===== config.mk =====
export PLATFORM = sky130hd
export DESIGN_NAME = en2pulse_flat
export DESIGN_NICKNAME = d
export VERILOG_FILES = /design/src/rtl/en2pulse_if.sv /design/src/rtl/en2pulse.sv /design/src/flat_wrapper.sv
export SDC_FILE = /design/constraint.sdc
export NUM_CORES = 1
export LEC_CHECK = 0
export CAP_MARGIN = 40
export CELL_PAD_IN_SITES_DETAIL_PLACEMENT = 1
export CELL_PAD_IN_SITES_GLOBAL_PLACEMENT = 2
export CORE_MARGIN = 10
export CORE_UTILIZATION = 38
export CTS_BUF_LIST = sky130_fd_sc_hd__clkbuf_2 sky130_fd_sc_hd__clkbuf_4 sky130_fd_sc_hd__clkbuf_8
export DETAILED_ROUTE_END_ITERATION = 6
export GPL_ROUTABILITY_DRIVEN = 0
export PLACE_DENSITY = 0.88
export SKIP_CTS_REPAIR_TIMING = 1
export SLEW_MARGIN = 20
export SYNTH_ARGS = -nofsm -noshare
export SYNTH_HDL_FRONTEND = slang
export SYNTH_SLANG_ARGS = --single-unit

===== constraint.sdc =====
create_clock -name clk_in -period 3.9 [get_ports clk_in]
set_input_delay 0.585 -clock clk_in [delete_from_list [all_inputs] [get_ports clk_in]]
set_output_delay 0.585 -clock clk_in [all_outputs]
set_load 0.01 [all_outputs]

===== src/rtl/en2pulse_if.sv =====
// Start/timing request and pulse status bundle between the bit serializer and en2pulse.
// The serializer is the master; en2pulse is the slave.
interface en2pulse_if #(
  parameter int CNT_WIDTH = 8
);
  logic                 start_in;
  logic [CNT_WIDTH-1:0] high_cnt_in;
  logic [CNT_WIDTH-1:0] low_cnt_in;
  logic                 level_out;
  logic                 busy_out;
  logic                 ready_out;
  logic                 done_out;

  modport master (
    output start_in, high_cnt_in, low_cnt_in,
    input  level_out, busy_out, ready_out, done_out
  );

  modport slave (
    input  start_in, high_cnt_in, low_cnt_in,
    output level_out, busy_out, ready_out, done_out
  );
endinterface


===== src/rtl/en2pulse.sv =====
// Turns a one-cycle start into a timed level pulse: HIGH for H cycles, then LOW for L cycles.
// Define EN2PULSE_RETRIG_EN to let a start during an active slot abort it and restart at once.
module en2pulse #(
  parameter int CNT_WIDTH = 8
) (
  input  logic     clk_in,
  input  logic     rst_n_in,
  en2pulse_if.slave bus
);

  typedef enum logic [1:0] {
    IDLE = 2'd0,
    HIGH = 2'd1,
    LOW  = 2'd2
  } state_t;

  localparam logic [CNT_WIDTH-1:0] CNT_ZERO = '0;
  localparam logic [CNT_WIDTH-1:0] CNT_ONE  = CNT_WIDTH'(1);

  state_t               state_q, state_d;
  logic [CNT_WIDTH-1:0] cnt_q, cnt_d;
  logic [CNT_WIDTH-1:0] low_q, low_d;
  logic                 level_q, level_d;
  logic                 busy_q, busy_d;
  logic                 done_q, done_d;
  logic                 pend_q, pend_d;

  logic final_cycle;
  logic ready;
  logic accept;
  logic zero_slot;
  logic aborted;

  // Last active cycle of a slot: a new start here chains on with no idle gap.
  always_comb begin
    final_cycle = ((state_q == HIGH) && (cnt_q == CNT_ZERO) && (low_q == CNT_ZERO)) ||
                  ((state_q == LOW)  && (cnt_q == CNT_ZERO));
`ifdef EN2PULSE_RETRIG_EN
    ready = 1'b1;
`else
    ready = (state_q == IDLE) || final_cycle;
`endif
    accept    = bus.start_in && ready;
    zero_slot = accept && (bus.high_cnt_in == CNT_ZERO) && (bus.low_cnt_in == CNT_ZERO);
    aborted   = accept && (state_q != IDLE) && !final_cycle;
  end

  // NOTE: every variable written in this block gets a default first, so no path leaves it
  // unassigned and no latch is inferred.
  always_comb begin
    state_d = state_q;
    cnt_d   = cnt_q;
    low_d   = low_q;

    unique case (state_q)
      HIGH: begin
        if (cnt_q != CNT_ZERO) begin
          cnt_d = cnt_q - CNT_ONE;
        end else if (low_q != CNT_ZERO) begin
          state_d = LOW;
          cnt_d   = low_q - CNT_ONE;
        end else begin
          state_d = IDLE;
          cnt_d   = CNT_ZERO;
        end
      end
      LOW: begin
        if (cnt_q != CNT_ZERO) begin
          cnt_d = cnt_q - CNT_ONE;
        end else begin
          state_d = IDLE;
        end
      end
      default: begin
        state_d = IDLE;
        cnt_d   = CNT_ZERO;
      end
    endcase

    // A fresh slot overrides whatever the running slot would have done at this edge.
    if (accept) begin
      low_d = bus.low_cnt_in;
      if (bus.high_cnt_in != CNT_ZERO) begin
        state_d = HIGH;
        cnt_d   = bus.high_cnt_in - CNT_ONE;
      end else if (bus.low_cnt_in != CNT_ZERO) begin
        state_d = LOW;
        cnt_d   = bus.low_cnt_in - CNT_ONE;
      end else begin
        state_d = IDLE;
        cnt_d   = CNT_ZERO;
      end
    end

    level_d = (state_d == HIGH);
    busy_d  = (state_d != IDLE);

    // A zero-length slot accepted on the edge where another slot ends would collide with that
    // slot's done; defer it one cycle so every accepted start still gets exactly one done.
    done_d = final_cycle || pend_q || (zero_slot && !final_cycle && !pend_q);
    pend_d = zero_slot && (final_cycle || pend_q);
  end

  // NOTE: sequential state is updated with non-blocking assignments only, so every register
  // samples the pre-edge values regardless of statement order.
  always_ff @(posedge clk_in or negedge rst_n_in) begin
    if (!rst_n_in) begin
      state_q <= IDLE;
      cnt_q   <= CNT_ZERO;
      low_q   <= CNT_ZERO;
      level_q <= 1'b0;
      busy_q  <= 1'b0;
      done_q  <= 1'b0;
      pend_q  <= 1'b0;
    end else begin
      state_q <= state_d;
      cnt_q   <= cnt_d;
      low_q   <= low_d;
      level_q <= level_d;
      busy_q  <= busy_d;
      done_q  <= done_d;
      pend_q  <= pend_d;
    end
  end

  assign bus.level_out = level_q;
  assign bus.busy_out  = busy_q;
  assign bus.ready_out = ready;
  assign bus.done_out  = done_q;

  // Structural invariants of the slot engine.
  a_level_busy : assert property (@(posedge clk_in) disable iff (!rst_n_in) level_q |-> busy_q);
  a_idle_cnt   : assert property (@(posedge clk_in) disable iff (!rst_n_in)
                                  (state_q == IDLE) |-> (cnt_q == CNT_ZERO));
  a_abort_kind : assert property (@(posedge clk_in) disable iff (!rst_n_in)
                                  aborted |-> (state_q inside {HIGH, LOW}));

endmodule


===== src/flat_wrapper.sv =====
// flat-port wrapper written by rule: the top's interface ports become plain ports
module en2pulse_flat 
#(
  parameter int CNT_WIDTH = 8
)
  (clk_in, rst_n_in, bus_start_in, bus_high_cnt_in, bus_low_cnt_in, bus_level_out, bus_busy_out, bus_ready_out, bus_done_out);
  en2pulse_if #(.CNT_WIDTH(CNT_WIDTH)) bus_i ();
  input  logic clk_in;
  input  logic rst_n_in;
  input wire logic [$bits(bus_i.start_in)-1:0] bus_start_in;
  input wire logic [$bits(bus_i.high_cnt_in)-1:0] bus_high_cnt_in;
  input wire logic [$bits(bus_i.low_cnt_in)-1:0] bus_low_cnt_in;
  output wire logic [$bits(bus_i.level_out)-1:0] bus_level_out;
  output wire logic [$bits(bus_i.busy_out)-1:0] bus_busy_out;
  output wire logic [$bits(bus_i.ready_out)-1:0] bus_ready_out;
  output wire logic [$bits(bus_i.done_out)-1:0] bus_done_out;
  assign bus_i.start_in = bus_start_in;
  assign bus_i.high_cnt_in = bus_high_cnt_in;
  assign bus_i.low_cnt_in = bus_low_cnt_in;
  assign bus_level_out = bus_i.level_out;
  assign bus_busy_out = bus_i.busy_out;
  assign bus_ready_out = bus_i.ready_out;
  assign bus_done_out = bus_i.done_out;
  en2pulse #(.CNT_WIDTH(CNT_WIDTH)) u_core (.clk_in(clk_in), .rst_n_in(rst_n_in), .bus(bus_i));
endmodule

# --- Word-level counts from Yosys, hierarchy flattened ---
# Cells that the tools add are included.
totals:
  wordCells: 54
  input_bits: 19
  out_inout_bits: 4
  register_bits: 22
classes:
  n_reduce_logical: 25
  n_addsub: 4
  muxes: 14
  n_eq_ne: 4
ops:
  columns: ["op", "n"]
  rows:
  - ["8-bit 2-to-1 mux", 6]
  - ["8-bit zero test", 4]
  - ["8-bit nonzero test", 4]
  - ["8-bit by 1-bit subtractor with 8-bit output, second input constant", 4]
  - ["8-bit case mux with 2 select lines", 1]
  - ["2-bit 2-to-1 mux", 6]
  - ["1-bit logical AND", 9]
  - ["2-bit by 1-bit equality test with 1-bit output, second input constant", 2]
  - ["1-bit logical OR", 4]
  - ["2-bit case mux with 2 select lines", 1]
  - ["3-bit by 2-bit inequality test with 1-bit output, second input constant", 1]
  - ["2-bit equality test, second input constant", 1]
  - ["1-bit zero test", 2]
  - ["2-bit zero test", 1]
  - ["2-bit nonzero test", 1]

# --- Longest topological paths before layout ---
# Gate-level depths: netlist of the first run.
logic_depth:
  ltp_word: 11
  depth_mapped: 8
  ltp_nobuf: 7

# --- Least setup slack after synthesis of the first run ---
# Ideal clock, no wire load.
synth_timing:
  path_type: "input to register"
  start: "in bus_high_cnt_in[0]"
  end: "reg u_core.cnt_q[6]"
  path_buffers: 0
  t_required_ps: 3822
  t_arrival_ps: 1964
  path_slack_ps: 1858
  setup_ps: 78
  stages: 6
  path_cell_list: "inv_1 -> ha_1 -> or4b_4 -> or4b_1 -> o211ai_1 -> o2bb2ai_1"
synth_via:
  elab_chain_len: 3
  word_cells_on_any_way: 4
  cone_classes: "add/sub (1); mux (2); reduce/logical (1)"
synth_rtl:
  columns: ["element", "line_no", "rtl"]
  rows:
  - ["from (decl)", "flat_wrapper.sv:11", "input wire logic [$bits(bus_i.high_cnt_in)-1:0] bus_high_cnt_in;"]
  - ["8-bit by 1-bit subtractor with 8-bit output or 8-bit nonzero test (tied branches)", "en2pulse.sv:85, en2pulse.sv:83", null]
  - ["8-bit 2-to-1 mux *", "en2pulse.sv:83", "if (bus.high_cnt_in != CNT_ZERO) begin"]
  - ["8-bit 2-to-1 mux *", "en2pulse.sv:81", "if (accept) begin"]
  - ["to (signal assigned)", "en2pulse.sv:117", "cnt_q <= cnt_d;"]
  - ["to (decl)", "en2pulse.sv:21", "logic [CNT_WIDTH-1:0] cnt_q, cnt_d;"]
# Mark *: on every way between the ends. The rest lies on a longest branch, timed or not.
# A chain may end at the register's enable or synchronous reset.

# --- Final worst setup path of the first run ---
layout_timing:
  start: "reg u_core.low_q[0]"
  end: "out bus_ready_out"
layout_via:
  elab_chain_len: 4
layout_rtl:
  columns: ["element", "line_no", "rtl"]
  rows:
  - ["from (decl)", "en2pulse.sv:22", "logic [CNT_WIDTH-1:0] low_q, low_d;"]
  - ["from (signal assigned)", "en2pulse.sv:118", "low_q <= low_d;"]
  - ["8-bit zero test", "en2pulse.sv:36", "final_cycle = ((state_q == HIGH) && (cnt_q == CNT_ZERO) && (low_q == CNT_ZERO)) ||"]
  - ["1-bit logical AND", "en2pulse.sv:36", null]
  - ["1-bit logical OR", "en2pulse.sv:36", null]
  - ["1-bit logical OR", "en2pulse.sv:41", "ready = (state_q == IDLE) || final_cycle;"]
  - ["to (decl)", "flat_wrapper.sv:15", "output wire logic [$bits(bus_i.ready_out)-1:0] bus_ready_out;"]
# Every way passes these cells.

==> metrics.csv, run 1 <==
metric,value,unit
Internal Pwr Total,776,uW
Initial Utilization,39.6,%
"Max FO, Critical Path",7,
Synth-to-Final Area Change,17.8,%
Final Hold Viols,0,
Port Buffers,22,
FMAX,328,MHz
area of the multi-input gates,1100,um^2
dominant synthesized flop cell,dfrtp_1,
die area,7670,um^2
crit share post-route,78.3,%
number of synthesized flops with an enable pin,0,
storage element area,551,um^2
drt first pass iters,4,
CP endpoint kind,primary output,
initial antenna violation count,0,
Via density,6.01,
root buffer cell,clkbuf_8,
pwr dens,694,nW/um^2
Ports,23,
Avg Inst Size Synth,9.38,um^2
Worst Skew,0.00126,ns
Num CTS Buffers,3,
pin count of the biggest net entering global routing,21,
Syn. warnings,0,
gr usage total,13.3,%
chip height,87.6,um
Worst Hold Depth,2,
Post-route DRC,0,
Max clock buf depth,2,
Post-synth ARST share,100,%
Sw Pwr,643,uW
register share of total power,31.7,%
Syn Nets,211,
post-route cell area,2040,um^2
Num Clock Sinks,22,
number of diodes,0,
hold crit path type,register to register,
"Reg clk slew, reported paths",0.07,ns
register bit total from synthesis,22,
leak pwr,0.793,nW
layout cells sized above 1,8.78,%
Synth Cell Area,1740,um^2
Worst EP arrival,2.47,ns
RSZ-0062 raised after global routing,no,
die width,87.6,um
Worst-Skew Late Latency,0.26,ns
most frequent cells in the layout,"22 x clkdlybuf4s50_1, 22 x dfrtp_1, 14 x xnor2_1",
FP Rows,24,
min Tclk post-route,3.05,ns
vias in the first global route,1657,
status,completed,
"Setup violations, final",0,
sw frac,45.3,%
Routed WL,4850,um
fill count,511,
Clk pwr share,9.6,%
Reg2Reg Depth,6,
synth unique cells,60,
gr ovfl total,0,
H-tree Lvls,1,
startpoint types,register,
Worst slew margin,57.1,%
first-pass GRT wire length,8240,um
Placed Area,2000,um^2
drt initial violations,69,
max_cap viols,0,
via count,1545,
Comb pwr share,58.7,%
Layout Nets,233,
final setup TNS,0,ns
Mapped Cells,185,
CP required,3.31,ns
DP HPWL,4060,um
critical path class,register to primary output,
Worst Tran Pin Value,0.643,ns
Wirelength per Cell,18.9,um
TritonCTS clock tree,yes,
core area,4380,um^2
Peak VDD IR,0.296,mV
Slew Limit Fails,0,
register area share after synthesis,31.7,%
post-route ant nets,0,
## cells in the mapped netlist, drive strengths merged (2+ instances only)
master / instances / area (um^2)
a221o: 2 / 20.0
or3b: 3 / 26.3
o2bb2ai: 2 / 17.5
nand2: 13 / 48.8
a22o: 4 / 35.0
nand3: 6 / 35.0
or4b: 2 / 23.8
nand3b: 2 / 15.0
nand4: 2 / 12.5
mux2i: 2 / 20.0
nor4: 2 / 33.8
a21oi: 3 / 15.0
nor2b: 2 / 15.0
a31oi: 3 / 18.8
o22ai: 9 / 56.3
xnor2: 14 / 123
buf: 4 / 28.8
nor3: 10 / 55.1
clkbuf: 3 / 11.3
mux2: 7 / 78.8
o21ai: 9 / 56.3
dfrtp: 22 / 551
nor4b: 3 / 41.3
o21a: 2 / 15.0
ha: 7 / 87.6
or4: 2 / 18.8
xor2: 3 / 26.3
nor2: 12 / 45.0
inv: 11 / 41.3
## flip-flops by register name, indices dropped and copies added, names as in the netlist
| signal | count |
|---|---|
| u_core.pend_q | 1 |
| u_core.bus.busy_out | 1 |
| u_core.bus.done_out | 1 |
| u_core.bus.level_out | 1 |
| u_core.low_q | 8 |
| u_core.cnt_q | 8 |
| u_core.state_q | 2 |
## area by class of cell
type | instances | share of cell area, %
tap | 52 | 3.18
sequential | 22 | 26.9
timing repair buffer | 24 | 11.9
multi-input combinational | 145 | 54.0
clock buffer | 3 | 2.02
inverter | 11 | 2.02
## cells by family after synthesis
kind of cell,Yosys count,share of synthesized area [%]
compound gates,48,20.8
flops,22,31.7
buf+inv,18,4.69
simple gates,64,23.4
mux,9,5.70
xor+xnor,17,8.58
fa+ha+maj,7,5.05
## final timing paths
kind / start / endpoint / slack [ns]
worst max-delay path: u_core.low_q[0]$_DFFE_PN0N_ / bus_ready_out / 0.85
worst min-delay path: u_core.pend_q$_DFF_PN0_ / u_core.bus.done_out$_DFF_PN0_ / 0.47
worst max register to register: u_core.low_q[0]$_DFFE_PN0N_ / u_core.low_q[7]$_DFFE_PN0N_ / 1.36
worst min register to register: u_core.pend_q$_DFF_PN0_ / u_core.bus.done_out$_DFF_PN0_ / 0.47
max in group asynchronous: rst_n_in / u_core.state_q[1]$_DFF_PN0_ / 2.88
min in group asynchronous: rst_n_in / u_core.low_q[7]$_DFFE_PN0N_ / 0.60
## critical path, cell delays in order, from the launching register on
cell,delay [ns]
dfrtp_1,0.41
inv_1,0.09
ha_1,0.25
nor4b_4,0.45
a31oi_1,0.22
o21bai_1,0.21
clkdlybuf4s50_1,0.58
## metal layers
layer	global-route usage [%]	share of wire [%]	up-vias
li1	-	-	737
met1	16.6	46	754
met2	22.2	49	38
met3	1.11	2.4	16
met4	6.81	3.3	0
met5	0	0	-
## power by group through the flow
stage,Combinational [mW],Clock (mW),Sequential [mW]
finish,0.832,0.136,0.450
CTS,0.835,0.139,0.448
floorplan,0.623,0,0.419
global placement,0.798,0,0.447
detailed placement,0.829,0,0.454
global route,0.926,0.147,0.463
## through the flow
| step | instances | total power [mW] | worst slack [ns] | util (%) | hold slack [ns] |
|---|---|---|---|---|---|
| after floorplan | 185 | 1.04 | 1.86 | - | 0.289 |
| after global placement | 253 | 1.25 | 1.14 | 45.3 | 0.441 |
| after detailed placement | 254 | 1.28 | 1.05 | 45.7 | 0.460 |
| after CTS | 257 | 1.42 | 0.835 | 46.6 | 0.478 |
| after global routing | 257 | 1.54 | 0.646 | 46.6 | 0.534 |
| final | 257 | 1.42 | 0.848 | 46.6 | 0.471 |
No activity file was read; power rests on OpenSTA's default activity.
==> inputs of run 2 (changes only) <==
--- a/config.mk
+++ b/config.mk
@@ -9,11 +9,11 @@
 export CELL_PAD_IN_SITES_DETAIL_PLACEMENT = 1
 export CELL_PAD_IN_SITES_GLOBAL_PLACEMENT = 2
 export CORE_MARGIN = 10
-export CORE_UTILIZATION = 38
+export CORE_UTILIZATION = 35
 export CTS_BUF_LIST = sky130_fd_sc_hd__clkbuf_2 sky130_fd_sc_hd__clkbuf_4 sky130_fd_sc_hd__clkbuf_8
 export DETAILED_ROUTE_END_ITERATION = 6
 export GPL_ROUTABILITY_DRIVEN = 0
-export PLACE_DENSITY = 0.88
+export PLACE_DENSITY = 0.82
 export SKIP_CTS_REPAIR_TIMING = 1
 export SLEW_MARGIN = 20
 export SYNTH_ARGS = -nofsm -noshare
==> constraint.sdc (replaced) <==
create_clock -name clk_in -period 2.94 [get_ports clk_in]
set_input_delay 0.441 -clock clk_in [delete_from_list [all_inputs] [get_ports clk_in]]
set_output_delay 0.441 -clock clk_in [all_outputs]
set_load 0.01 [all_outputs]
==> run 2 against run 1 <==
Net effect:
- sequential share of layout area decreased by 0.28 points
- clock-buffer cell count unchanged
- wire length increased by 1.5%
- register-to-register slack got worse by 0.99 ns
- utilization decreased by 3.2 points
- critical path depth unchanged
- hold slack improved by 0.0035 ns
- sequential cell count unchanged
==> metrics.csv, run 2 (same netlist as run 1, synthesis figures left out) <==
metric,value,unit,change
status,completed,,unchanged
final setup TNS,0,ns,unchanged
Slew Limit Fails,0,,unchanged
Num CTS Buffers,3,,unchanged
Num Clock Sinks,22,,unchanged
most frequent cells in the layout,"22 x clkdlybuf4s50_1, 22 x dfrtp_1, 14 x xnor2_1",,unchanged
vias in the first global route,1641,,was 1657
Peak VDD IR,0.387,mV,was 0.296 mV
Routed WL,4930,um,was 4850 um
Layout Nets,234,,was 233
storage element area,551,um^2,unchanged
first-pass GRT wire length,8050,um,was 8240 um
Largest regs,"u_core.cnt_q x8, u_core.low_q x8, u_core.state_q x2",,unchanged
max_cap viols,0,,unchanged
Placed Area,2010,um^2,was 2000 um^2
post-route ant nets,0,,unchanged
Wirelength per Cell,18.0,um,was 18.9 um
chip height,90.4,um,was 87.6 um
"Setup violations, final",0,,unchanged
DP Worst Slack,0.203,ns,was 1.05 ns
Initial Utilization,36.5,%,was 39.6%
Final Hold Viols,0,,unchanged
area of the multi-input gates,1110,um^2,was 1100 um^2
gr ovfl total,0,,unchanged
TritonCTS clock tree,yes,,unchanged
gr usage total,11.7,%,was 13.3%
"Max FO, Critical Path",5,,was 7
register share of total power,31.0,%,was 31.7%
pin count of the biggest net entering global routing,23,,was 21
Synth-to-Final Area Change,19.0,%,was 17.8%
critical path class,register to primary output,,unchanged
root buffer cell,clkbuf_8,,unchanged
hold wc startpoint,u_core.pend_q$_DFF_PN0_,,unchanged
layout cells sized above 1,9.71,%,was 8.78%
Hold WS,0.474,ns,was 0.471 ns
Ports,23,,unchanged
FP Rows,25,,was 24
Worst Tran Pin Value,0.672,ns,was 0.643 ns
crit path from,u_core.low_q[0]$_DFFE_PN0N_,,unchanged
CP max stage delay,0.58,ns,about the same
Via density,5.57,,was 6.01
drt initial violations,47,,was 69
Comb pwr share,59.7,%,was 58.7%
CP endpoint kind,primary output,,unchanged
hold crit path type,register to register,,unchanged
drt first pass iters,4,,unchanged
"Reg clk slew, reported paths",0.07,ns,about the same
Worst Skew,0.00361,ns,was 0.00126 ns
Port Buffers,22,,unchanged
Sw Pwr,874,uW,was 643 uW
leak pwr,0.793,nW,about the same
CP required,2.50,ns,was 3.31 ns
Worst slew margin,55.2,%,was 57.1%
Non-Filler Instances,273,,was 257
crit share post-route,94.8,%,
pwr dens,931,nW/um^2,was 694 nW/um^2
Clk pwr share,9.3,%,was 9.6%
setup slack after layout,0.152,ns,was 0.848 ns
Post-route DRC,0,,unchanged
Internal Pwr Total,1.05,mW,was 776 uW
Worst EP arrival,2.35,ns,was 2.47 ns
die area,8170,um^2,was 7670 um^2
dpl cells,269,,was 254
DP HPWL,4050,um,was 4060 um
via count,1520,,was 1545
min Tclk post-route,2.79,ns,
fill count,563,,was 511
die width,90.4,um,was 87.6 um
Crit path max-delay family,buffers and inverters,,unchanged
startpoint types,register,,unchanged
Worst Path Buf+Inv,2,,unchanged
FMAX,359,MHz,
slowest cell on the critical path,clkdlybuf4s50_1,,unchanged
post-route cell area,2070,um^2,was 2040 um^2
Max clock buf depth,2,,unchanged
number of diodes,0,,unchanged
H-tree Lvls,1,,unchanged
CP cell instances,inv_1 > ha_2 > nor4b_4 > a31oi_1 > o21bai_1 > clkdlybuf4s50_1,,was inv_1 > ha_1 > nor4b_4 > a31oi_1 > o21bai_1 > clkdlybuf4s50_1
sw frac,45.4,%,was 45.3%
Reg2Reg Launch Point,u_core.low_q[0]$_DFFE_PN0N_,,unchanged
initial antenna violation count,0,,unchanged
core area,4750,um^2,was 4380 um^2
Worst-Skew Late Latency,0.26,ns,about the same
RSZ-0062 raised after global routing,no,,unchanged
-- run 2: changes by cell type in the layout (fill, tap and decap cells not counted) --
cell   change
buf_4      +2
buf_8      -1
ha_1       -1
ha_2       +1
-- run 2: layout make-up --
cell class | count | share of cell area [%]
Tap cell | 67 | 4.06
Inverter | 11 | 2.00
Multi-Input combinational cell | 145 | 53.5
Clock buffer | 3 | 2.00
Sequential cell | 22 | 26.7
Timing Repair Buffer | 25 | 11.8
-- run 2: path summary, 6_finish.rpt --
kind / slack (ns) / depth (start not counted) / endpoint
setup / recovery: 0.15 / 6 / bus_ready_out
hold / removal: 0.47 / 2 / u_core.bus.done_out$_DFF_PN0_
setup reg to reg: 0.37 / 7 / u_core.low_q[7]$_DFFE_PN0N_
hold reg to reg: 0.47 / 2 / u_core.bus.done_out$_DFF_PN0_
max in group asynchronous: 2.19 / 2 / u_core.cnt_q[5]$_DFFE_PN0P_
min in group asynchronous: 0.53 / 2 / u_core.cnt_q[4]$_DFFE_PN0P_
-- run 2: worst reg2reg max path, stage by stage, from the launching register on --
cell	delay, ns
dfrtp_1	0.41
inv_1	0.09
ha_2	0.23
nor4b_4	0.37
buf_4	0.20
a311o_1	0.16
o211a_1	0.59
mux2_2	0.41
-- run 2: layer usage --
layer  GRT usage (%)  routed length [um]  vias to the layer above
li1                -                   -                      734
met5               0                   0                        -
met4            5.97                 177                        0
met1            13.7                2240                      742
met2            20.5                2360                       32
met3            1.25                 150                       12
-- run 2: stage by stage --
step	power (mW)	util, %
after floorplan	1.38	-
after global placement	1.68	42.4
after detailed placement	1.73	42.4
after CTS	1.91	43.2
after global routing	2.08	43.4
final	1.92	43.4
-- run 2: power by group through the flow --
stage                     logic [mW]  registers [mW]  clock network [mW]
after floorplan                0.826           0.556                   0
after global placement          1.09           0.589                   0
after detailed placement        1.13           0.602                   0
after CTS                       1.13           0.597               0.182
after global routing            1.26           0.619               0.197
final                           1.15           0.597               0.178
